[src/rtl/bsw_seq_loader_if.sv]
// Signal bundle between the sequence loader, its byte source, the
// banded Smith-Waterman accelerator and the result consumer.
interface bsw_seq_loader_if #(
  parameter int N_BASES = 12,
  parameter int RES_W   = 30
);
  logic [7:0]           in_data;
  logic                 in_valid;
  logic                 in_ready;
  logic [2*N_BASES-1:0] acc_R;
  logic [2*N_BASES-1:0] acc_Q;
  logic                 acc_start;
  logic                 acc_ready;
  logic [RES_W-1:0]     acc_R_aligned;
  logic [RES_W-1:0]     acc_Q_aligned;
  logic [RES_W-1:0]     res_R;
  logic [RES_W-1:0]     res_Q;
  logic                 res_timeout;
  logic                 res_valid;
  logic                 res_ready;
  logic                 err_bad_base;
  logic                 busy;

  modport slave (
    input  in_data, in_valid, acc_ready, acc_R_aligned, acc_Q_aligned, res_ready,
    output in_ready, acc_R, acc_Q, acc_start, res_R, res_Q, res_timeout,
           res_valid, err_bad_base, busy
  );

  modport master (
    output in_data, in_valid, acc_ready, acc_R_aligned, acc_Q_aligned, res_ready,
    input  in_ready, acc_R, acc_Q, acc_start, res_R, res_Q, res_timeout,
           res_valid, err_bad_base, busy
  );
endinterface

[src/rtl/bsw_seq_loader.sv]
// Packs an ASCII nucleotide stream into reference/query words, runs one
// accelerator job at a time under a timeout and holds the aligned result.
module bsw_seq_loader #(
  parameter int N_BASES = 12,
  parameter int RES_W   = 30,
  parameter int TIMEOUT = 127
) (
  input logic            clk,
  input logic            reset,
  bsw_seq_loader_if.slave bus
);
  localparam int W     = 2 * N_BASES;
  localparam int CNT_W = $clog2(TIMEOUT);
  localparam logic [4:0]       LAST_IDX = 5'(W - 1);
  localparam logic [4:0]       R_LIM    = 5'(N_BASES);
  localparam logic [CNT_W-1:0] TO_LAST  = CNT_W'(TIMEOUT - 1);
  localparam logic [CNT_W-1:0] CNT_ONE  = CNT_W'(1);

  typedef enum logic [2:0] {
    ST_LOAD  = 3'd0,
    ST_START = 3'd1,
    ST_GUARD = 3'd2,
    ST_WAIT  = 3'd3,
    ST_OUT   = 3'd4
  } state_t;

  // Returns {legal, code}; case-insensitive A=0, T=1, G=2, C=3.
  function automatic logic [2:0] encode_base(input logic [7:0] ch);
    logic [2:0] r;
    case (ch)
      8'h41, 8'h61: r = 3'b100;
      8'h54, 8'h74: r = 3'b101;
      8'h47, 8'h67: r = 3'b110;
      8'h43, 8'h63: r = 3'b111;
      default:      r = 3'b000;
    endcase
    return r;
  endfunction

  state_t           state_r, state_nxt_s;
  logic [4:0]       idx_r;
  logic [CNT_W-1:0] cnt_r;
  logic [W-1:0]     r_shadow_r, q_shadow_r, q_next_s;
  logic [W-1:0]     acc_r_r, acc_q_r;
  logic [RES_W-1:0] res_r_r, res_q_r;
  logic             res_timeout_r, err_bad_base_r;
  logic [2:0]       enc_s;
  logic             base_ok_s;
  logic [1:0]       code_s;
  logic             in_ready_s, acc_start_s, res_valid_s, busy_s;

  assign enc_s     = encode_base(bus.in_data);
  assign base_ok_s = enc_s[2];
  assign code_s    = enc_s[1:0];
  // Shifting in keeps the first base of each sequence in the MSBs.
  assign q_next_s  = {q_shadow_r[W-3:0], code_s};

  // Next-state and state-decoded outputs.
  always_comb begin
    state_nxt_s = state_r;
    in_ready_s  = 1'b0;
    acc_start_s = 1'b0;
    res_valid_s = 1'b0;
    busy_s      = 1'b1;
    case (state_r)
      ST_LOAD: begin
        in_ready_s = 1'b1;
        busy_s     = 1'b0;
        if (bus.in_valid && base_ok_s && (idx_r == LAST_IDX)) state_nxt_s = ST_START;
        else                                                  state_nxt_s = ST_LOAD;
      end
      ST_START: begin
        acc_start_s = 1'b1;
        state_nxt_s = ST_GUARD;
      end
      ST_GUARD: state_nxt_s = ST_WAIT;
      ST_WAIT: begin
        if (bus.acc_ready || (cnt_r == TO_LAST)) state_nxt_s = ST_OUT;
        else                                     state_nxt_s = ST_WAIT;
      end
      ST_OUT: begin
        res_valid_s = 1'b1;
        if (bus.res_ready) state_nxt_s = ST_LOAD;
        else               state_nxt_s = ST_OUT;
      end
      default: state_nxt_s = ST_LOAD;
    endcase
  end

  // State register.
  always_ff @(posedge clk) begin
    if (reset) state_r <= ST_LOAD;
    else       state_r <= state_nxt_s;
  end

  // Packing, operand launch, timeout counting and result capture.
  always_ff @(posedge clk) begin
    if (reset) begin
      idx_r          <= 5'd0;
      cnt_r          <= {CNT_W{1'b0}};
      r_shadow_r     <= {W{1'b0}};
      q_shadow_r     <= {W{1'b0}};
      acc_r_r        <= {W{1'b0}};
      acc_q_r        <= {W{1'b0}};
      res_r_r        <= {RES_W{1'b0}};
      res_q_r        <= {RES_W{1'b0}};
      res_timeout_r  <= 1'b0;
      err_bad_base_r <= 1'b0;
    end else begin
      err_bad_base_r <= 1'b0;
      case (state_r)
        ST_LOAD: begin
          if (bus.in_valid && !base_ok_s) begin
            idx_r          <= 5'd0;
            err_bad_base_r <= 1'b1;
          end else if (bus.in_valid) begin
            if (idx_r < R_LIM) r_shadow_r <= {r_shadow_r[W-3:0], code_s};
            else               q_shadow_r <= q_next_s;
            if (idx_r == LAST_IDX) begin
              acc_r_r <= r_shadow_r;
              acc_q_r <= q_next_s;
              idx_r   <= 5'd0;
            end else begin
              idx_r <= idx_r + 5'd1;
            end
          end else begin
            idx_r <= idx_r;
          end
        end
        ST_GUARD: cnt_r <= {CNT_W{1'b0}};
        ST_WAIT: begin
          if (bus.acc_ready) begin
            res_r_r       <= bus.acc_R_aligned;
            res_q_r       <= bus.acc_Q_aligned;
            res_timeout_r <= 1'b0;
          end else if (cnt_r == TO_LAST) begin
            res_r_r       <= {RES_W{1'b0}};
            res_q_r       <= {RES_W{1'b0}};
            res_timeout_r <= 1'b1;
          end else begin
            cnt_r <= cnt_r + CNT_ONE;
          end
        end
        default: cnt_r <= cnt_r;
      endcase
    end
  end

  assign bus.in_ready     = in_ready_s;
  assign bus.acc_start    = acc_start_s;
  assign bus.res_valid    = res_valid_s;
  assign bus.busy         = busy_s;
  assign bus.acc_R        = acc_r_r;
  assign bus.acc_Q        = acc_q_r;
  assign bus.res_R        = res_r_r;
  assign bus.res_Q        = res_q_r;
  assign bus.res_timeout  = res_timeout_r;
  assign bus.err_bad_base = err_bad_base_r;
endmodule

[src/flat_wrapper.sv]
// flat-port wrapper written by rule: the top's interface ports become plain ports
module bsw_seq_loader_flat 
#(
  parameter int N_BASES = 12,
  parameter int RES_W   = 30,
  parameter int TIMEOUT = 127
)
  (clk, reset, bus_in_data, bus_in_valid, bus_acc_ready, bus_acc_R_aligned, bus_acc_Q_aligned, bus_res_ready, bus_in_ready, bus_acc_R, bus_acc_Q, bus_acc_start, bus_res_R, bus_res_Q, bus_res_timeout, bus_res_valid, bus_err_bad_base, bus_busy);
  bsw_seq_loader_if #(.N_BASES(N_BASES), .RES_W(RES_W)) bus_i ();
  input logic clk;
  input logic reset;
  input wire logic [$bits(bus_i.in_data)-1:0] bus_in_data;
  input wire logic [$bits(bus_i.in_valid)-1:0] bus_in_valid;
  input wire logic [$bits(bus_i.acc_ready)-1:0] bus_acc_ready;
  input wire logic [$bits(bus_i.acc_R_aligned)-1:0] bus_acc_R_aligned;
  input wire logic [$bits(bus_i.acc_Q_aligned)-1:0] bus_acc_Q_aligned;
  input wire logic [$bits(bus_i.res_ready)-1:0] bus_res_ready;
  output wire logic [$bits(bus_i.in_ready)-1:0] bus_in_ready;
  output wire logic [$bits(bus_i.acc_R)-1:0] bus_acc_R;
  output wire logic [$bits(bus_i.acc_Q)-1:0] bus_acc_Q;
  output wire logic [$bits(bus_i.acc_start)-1:0] bus_acc_start;
  output wire logic [$bits(bus_i.res_R)-1:0] bus_res_R;
  output wire logic [$bits(bus_i.res_Q)-1:0] bus_res_Q;
  output wire logic [$bits(bus_i.res_timeout)-1:0] bus_res_timeout;
  output wire logic [$bits(bus_i.res_valid)-1:0] bus_res_valid;
  output wire logic [$bits(bus_i.err_bad_base)-1:0] bus_err_bad_base;
  output wire logic [$bits(bus_i.busy)-1:0] bus_busy;
  assign bus_i.in_data = bus_in_data;
  assign bus_i.in_valid = bus_in_valid;
  assign bus_i.acc_ready = bus_acc_ready;
  assign bus_i.acc_R_aligned = bus_acc_R_aligned;
  assign bus_i.acc_Q_aligned = bus_acc_Q_aligned;
  assign bus_i.res_ready = bus_res_ready;
  assign bus_in_ready = bus_i.in_ready;
  assign bus_acc_R = bus_i.acc_R;
  assign bus_acc_Q = bus_i.acc_Q;
  assign bus_acc_start = bus_i.acc_start;
  assign bus_res_R = bus_i.res_R;
  assign bus_res_Q = bus_i.res_Q;
  assign bus_res_timeout = bus_i.res_timeout;
  assign bus_res_valid = bus_i.res_valid;
  assign bus_err_bad_base = bus_i.err_bad_base;
  assign bus_busy = bus_i.busy;
  bsw_seq_loader #(.N_BASES(N_BASES), .RES_W(RES_W), .TIMEOUT(TIMEOUT)) u_core (.clk(clk), .reset(reset), .bus(bus_i));
endmodule
[config.mk]
export PLATFORM = sky130hd
export DESIGN_NAME = bsw_seq_loader_flat
export DESIGN_NICKNAME = d
export VERILOG_FILES = /design/src/rtl/bsw_seq_loader_if.sv /design/src/rtl/bsw_seq_loader.sv /design/src/flat_wrapper.sv
export SDC_FILE = /design/constraint.sdc
export NUM_CORES = 1
export LEC_CHECK = 0
export ABC_AREA = 0
export CAP_MARGIN = 25
export CORE_MARGIN = 8
export CORE_UTILIZATION = 46
export DETAILED_ROUTE_END_ITERATION = 16
export PLACE_DENSITY = 0.82
export SYNTH_ARGS = -nofsm -noshare
export SYNTH_HDL_FRONTEND = slang
export SYNTH_SLANG_ARGS = --single-unit
[constraint.sdc]
create_clock -name clk -period 3.1 [get_ports clk]
set_clock_uncertainty 0.15 [all_clocks]
set_input_delay 0.93 -clock clk [delete_from_list [all_inputs] [get_ports clk]]
set_output_delay 0.93 -clock clk [all_outputs]
set_load 0.05 [all_outputs]
; ---- After elaboration in Yosys (flattened, before gate mapping)
; Cells that the tools add are included.
[totals]
reg_bits = 171
inputBits = 73
out_inout_bits = 114
elab_cells = 74
[classes]
add_sub_neg = 2
order_cmp = 1
eq_ne = 16
n_mux = 21
n_bitwise = 3
reduce_logical = 20
[op_table]
columns = op, count
row1 = two-way mux 30 bit, 3
row2 = "equality test 8 x 7 -> 1 bit, second input constant", 8
row3 = two-way mux 5 bit, 3
row4 = one-hot mux 3 bit (5 select lines), 1
row5 = two-way mux 7 bit, 2
row6 = one-hot mux 7 bit (2 select lines), 1
row7 = one-hot mux 3 bit (4 select lines), 1
row8 = AND reduction 4 bit, 3
row9 = OR reduction 2 bit, 5
row10 = two-way mux 1 bit, 8
row11 = "adder 7 x 1 -> 7 bit, second input constant", 1
row12 = "equality test 7 bit, second input constant", 1
row13 = "equality test 3 x 2 -> 1 bit, second input constant", 2
row14 = two-way mux 3 bit, 2
row15 = nonzero test 2 bit, 3
row16 = "adder 5 x 1 -> 5 bit, second input constant", 1
row17 = "equality test 5 bit, second input constant", 1
row18 = "< comparator 5 x 4 -> 1 bit, second input constant", 1
row19 = "!= test 2 bit, second input constant", 2
row20 = AND reduction 2 bit, 2
row21 = "equality test 3 x 1 -> 1 bit, second input constant", 1
row22 = "equality test 3 bit, second input constant", 1
row23 = logical AND 1 bit, 3
row24 = logical NOT 3 bit, 1
row25 = 4 further kinds, 6

; ---- Longest topological paths before layout
; Gate-level depths: netlist (run 1).
[depth]
word_depth = 7
mapped_depth = 7
mapped_depth_nobuf = 6

; ---- Worst setup path after synthesis (run 1)
; No wires, ideal clock.
[synth_timing]
path_type = reg-to-output
start = reg u_core.state_r[0]
end = out bus_res_valid
arrival_time_ns = 1.731
required_ns = 2.020
setup_slack_ns = 0.289
stages_incl_launch_ff = 3
n_path_buf = 1
path_cell_list = dfxtp_1 clkbuf_1 nor3b_1
[synth_via]
elab_chain_cells = 2
[synth_lines]
columns = element, line_no
row1 = from (decl), bsw_seq_loader.sv:40  ; state_t state_r, state_nxt_s;
row2 = from (signal assigned), bsw_seq_loader.sv:93  ; else state_r <= state_nxt_s;
row3 = equality test 3 bit, bsw_seq_loader.sv:65  ; case (state_r)
row4 = two-way mux 1 bit, bsw_seq_loader.sv:65
row5 = to (decl), flat_wrapper.sv:25  ; output wire logic [$bits(bus_i.res_valid)-1:0] bus_res_valid;
; No other way between the ends.

; ---- Worst setup path after layout (run 1)
[layout_timing]
start = reg u_core.state_r[2]
end = out bus_busy
[layout_via]
elab_chain_cells = 2
[layout_lines]
columns = element, line_no
row1 = logical NOT 3 bit, bsw_seq_loader.sv:65
row2 = two-way mux 1 bit, bsw_seq_loader.sv:65
row3 = to (decl), flat_wrapper.sv:27  ; output wire logic [$bits(bus_i.busy)-1:0] bus_busy;
; No other way between the ends.

==> results.md, run 1 <==
- Total of fill cells in the finished design: ~1100
- Initial antenna violation count: 0
- Hold WC Path Type: reg -> reg
- Fraction of registers with async set/reset: 0
- Fin Hold WS: roughly 0.32 ns
- Status: finished clean
- Area Growth Syn to Fin: 41.7%
- Max VDD drop: 0.343 mV
- Top_reg_cell synth: dfxtp_1
- Vias: ~4800
- Vias per cell: about 5
- Count of flip-flops with a built-in enable after synthesis: 0
- Total placed cells including tap cells: between 900 and 1000
- Power, Total: ~4.5 mW
- Port Buffers: 185
- Initial DRC count: ~270
- Root Driver: clkbuf_16
- Core box area: ~14000 um2
- CP max stage delay: between 0.7 and 0.8 ns
- Crit path max-delay family: buffers and inverters
- Clk_lat worst skew: around 0.42 ns
- Number of diodes: 0
- Seq/Total Area, Yosys: 0.534
- Die Wd: ~130 um
- Worst slew margin: 0.570
- Pin count of the biggest net entering global routing: 61
- Clock Pin Slew Worst Setup and Hold Paths: 0.06 ns
- Crit-path cells: or3_4 > clkdlybuf4s50_1
- RSZ-0062 raised after global routing: no
- Overall Global Routing Usage: 0.174
- I/O Pins: approximately 190
- Nets: 816
- Crit Path Max Fanout: 8
- Wire length per cell: ~17 um
- Yosys reg bits: 171
- Starting Density: 0.466
- Post-synthesis cell count: between 500 and 600
- # DRC: 0
- Layout cell share with drive strength beyond 1: 0.0837
- Post-synth top area share: 0.534
- TritonCTS clock tree: done
- H-Tree Level Count: 4
- Row cnt: 43
- Post-synthesis cell area: ~6400 um2
- Multi-input logic area: about 2800 um2
- Synthesis Warnings: 0
- First-pass DRT Iterations: 4
- Startpoint Class: register
- Die Footprint: approximately 18000 um2
- Synth area leader: dfxtp_1
- Post-Layout Cell Count: between 900 and 1000
- Max-cap violations: 0
- Pwr/cell area: approximately 500 nW/um2
- Most common cell in the netlist: dfxtp_1
- Fin. max-slew vios: 0
- Tightest Pin Transition: approximately 0.63 ns
- Final GP Congestion: 0.821
- DPL Wire Length: around 11000 um
- PostCTS Resize Cnt: 0
- Slowest cell on the critical path: clkdlybuf4s50_1
- First-pass GRT wire length: 25300 um
- CP required: about 2.0 ns
- Hold_buf cts: 0
- Synth area leaders: dfxtp_1, mux2i_1, nand2b_1, a22o_1, clkbuf_1
- TNS Setup: 0 ns
- Clk buf depth: 2
- CTS sink cnt: around 170
- Final setup viols: 0
- Grt ovf: 0
- Mean Syn Cell Area: around 12 um2
- Fin crit share: 0.959
- WP data arrival: approximately 1.9 ns
- Synth top cells by count: dfxtp_1, nand2b_1, mux2i_1, a22o_1, clkbuf_1
- Fin. Hold Viols: 0
- Post-CTS setup buffers: 0
- Total Wirelength: about 15000 um
- Vias in the first global route: approximately 5100
- Crit. End Element: output port
- Syn_nets: approximately 630
- Num CTS Buffers: 17
- Antenna Nets Post-Route: 0
- Setup CP Type: reg -> out
- Sequential cell area: 3420 um2
- Die Y-Extent: 134 um
- WP buf/inv: 1
- Leak: roughly 3.3 nW
- Netlist cell types: between 50 and 60
- FMAX: 0.336 GHz
- Fin crit period: around 3 ns
metrics by stage:
stage | area, um2 | setup WS [ns] | util
5_1_grt | 9090 | 0.0540 | 0.660
3_3_place_gp | 8480 | 0.0708 | 0.616
3_5_place_dp | 8480 | 0.00531 | 0.616
2_1_floorplan | 6420 | 0.289 | -
4_1_cts | 9090 | 0.0907 | 0.660
6_report | 9090 | 0.126 | 0.660
registers in the layout (all words and copies together) (netlist names):
signal / cells
u_core.bus.res_Q: 30
u_core.bus.acc_Q: 24
u_core.r_shadow_r: 24
u_core.bus.acc_R: 24
u_core.bus.res_timeout: 1
u_core.bus.res_R: 30
u_core.state_r: 3
u_core.q_shadow_r: 22
u_core.bus.err_bad_base: 1
u_core.cnt_r: 7
u_core.idx_r: 5
report_power, final:
group / leakage, nW / internal [mW] / switching (mW)
Clock: 0.298 / 1.30 / 0.863
Combinational: 1.64 / 0.115 / 0.0691
Sequential: 1.38 / 2.20 / 0.000339
Total: 3.31 / 3.61 / 0.932
cell type report:
class | instances | area share
multi-input combinational | 346 | 0.304
tap | 180 | 0.0248
clock inverter | 13 | 0.0182
timing repair buffer | 200 | 0.226
inverter | 4 | 0.00165
sequential | 171 | 0.377
clock buffer | 19 | 0.0487
layer usage:
metal  track usage  routed length [um]  up-vias
met5             0                   0        -
met4        0.0624                 206        0
met3        0.0961                1700       16
met2         0.283                7210      164
met1         0.187                6290     2233
li1              -                   -     2359
worst min-delay path, stage by stage, from the launching register on:
cell      delay (ns)
dfxtp_1         0.31
nand2b_1        0.06
mux2i_1         0.06
logic make-up (layout without fill, tap and decap cells):
logic type	after synthesis	in the layout	synth area share
adder cells (fa/ha/maj)	3	3	0.00585
flip-flops	171	171	0.534
multiplexers	91	91	0.142
AND/OR/NAND/NOR	151	151	0.153
AO/OA/AOI/OAI	99	99	0.124
XOR/XNOR	2	2	0.00273
buffers and inverters	40	236	0.0386
cells in the final DEF (no fill, tap or decap), drive strengths merged, types with 5 or more instances in the layout:
| master | count |
|---|---|
| clkbuf | 19 |
| nand2 | 10 |
| or3 | 5 |
| buf | 19 |
| a22o | 60 |
| nand2b | 96 |
| nor2 | 5 |
| inv | 7 |
| a31oi | 5 |
| dfxtp | 171 |
| clkdlybuf4s50 | 181 |
| nand3 | 9 |
| a21oi | 10 |
| clkinv | 6 |
| o21ai | 6 |
| mux2i | 91 |
worst paths after layout:
| check | start | endpoint | slack, ns | depth (start not counted) |
|---|---|---|---|---|
| hold reg to reg | u_core.bus.acc_Q[9]$_SDFFE_PP0P_ | u_core.bus.acc_Q[9]$_SDFFE_PP0P_ | 0.32 | 2 |
| setup reg to reg | u_core.cnt_r[0]$_SDFFE_PP0P_ | u_core.bus.res_R[22]$_SDFFE_PP0P_ | 0.81 | 7 |
| hold / removal | u_core.bus.acc_Q[9]$_SDFFE_PP0P_ | u_core.bus.acc_Q[9]$_SDFFE_PP0P_ | 0.32 | 2 |
| setup / recovery | u_core.state_r[2]$_SDFF_PP0_ | bus_busy | 0.13 | 2 |
(Power assumes the default switching activity.)
==> inputs of run 2 (changes only) <==
--- a/config.mk
+++ b/config.mk
@@ -9,7 +9,9 @@
 export CAP_MARGIN = 25
 export CORE_MARGIN = 8
 export CORE_UTILIZATION = 46
+export CTS_CLUSTER_SIZE = 16
 export DETAILED_ROUTE_END_ITERATION = 16
+export GPL_TIMING_DRIVEN = 1
 export PLACE_DENSITY = 0.82
 export SYNTH_ARGS = -nofsm -noshare
 export SYNTH_HDL_FRONTEND = slang
==> results of run 2 <==
The final DEF is identical to that of run 1; final timing and power are the same.
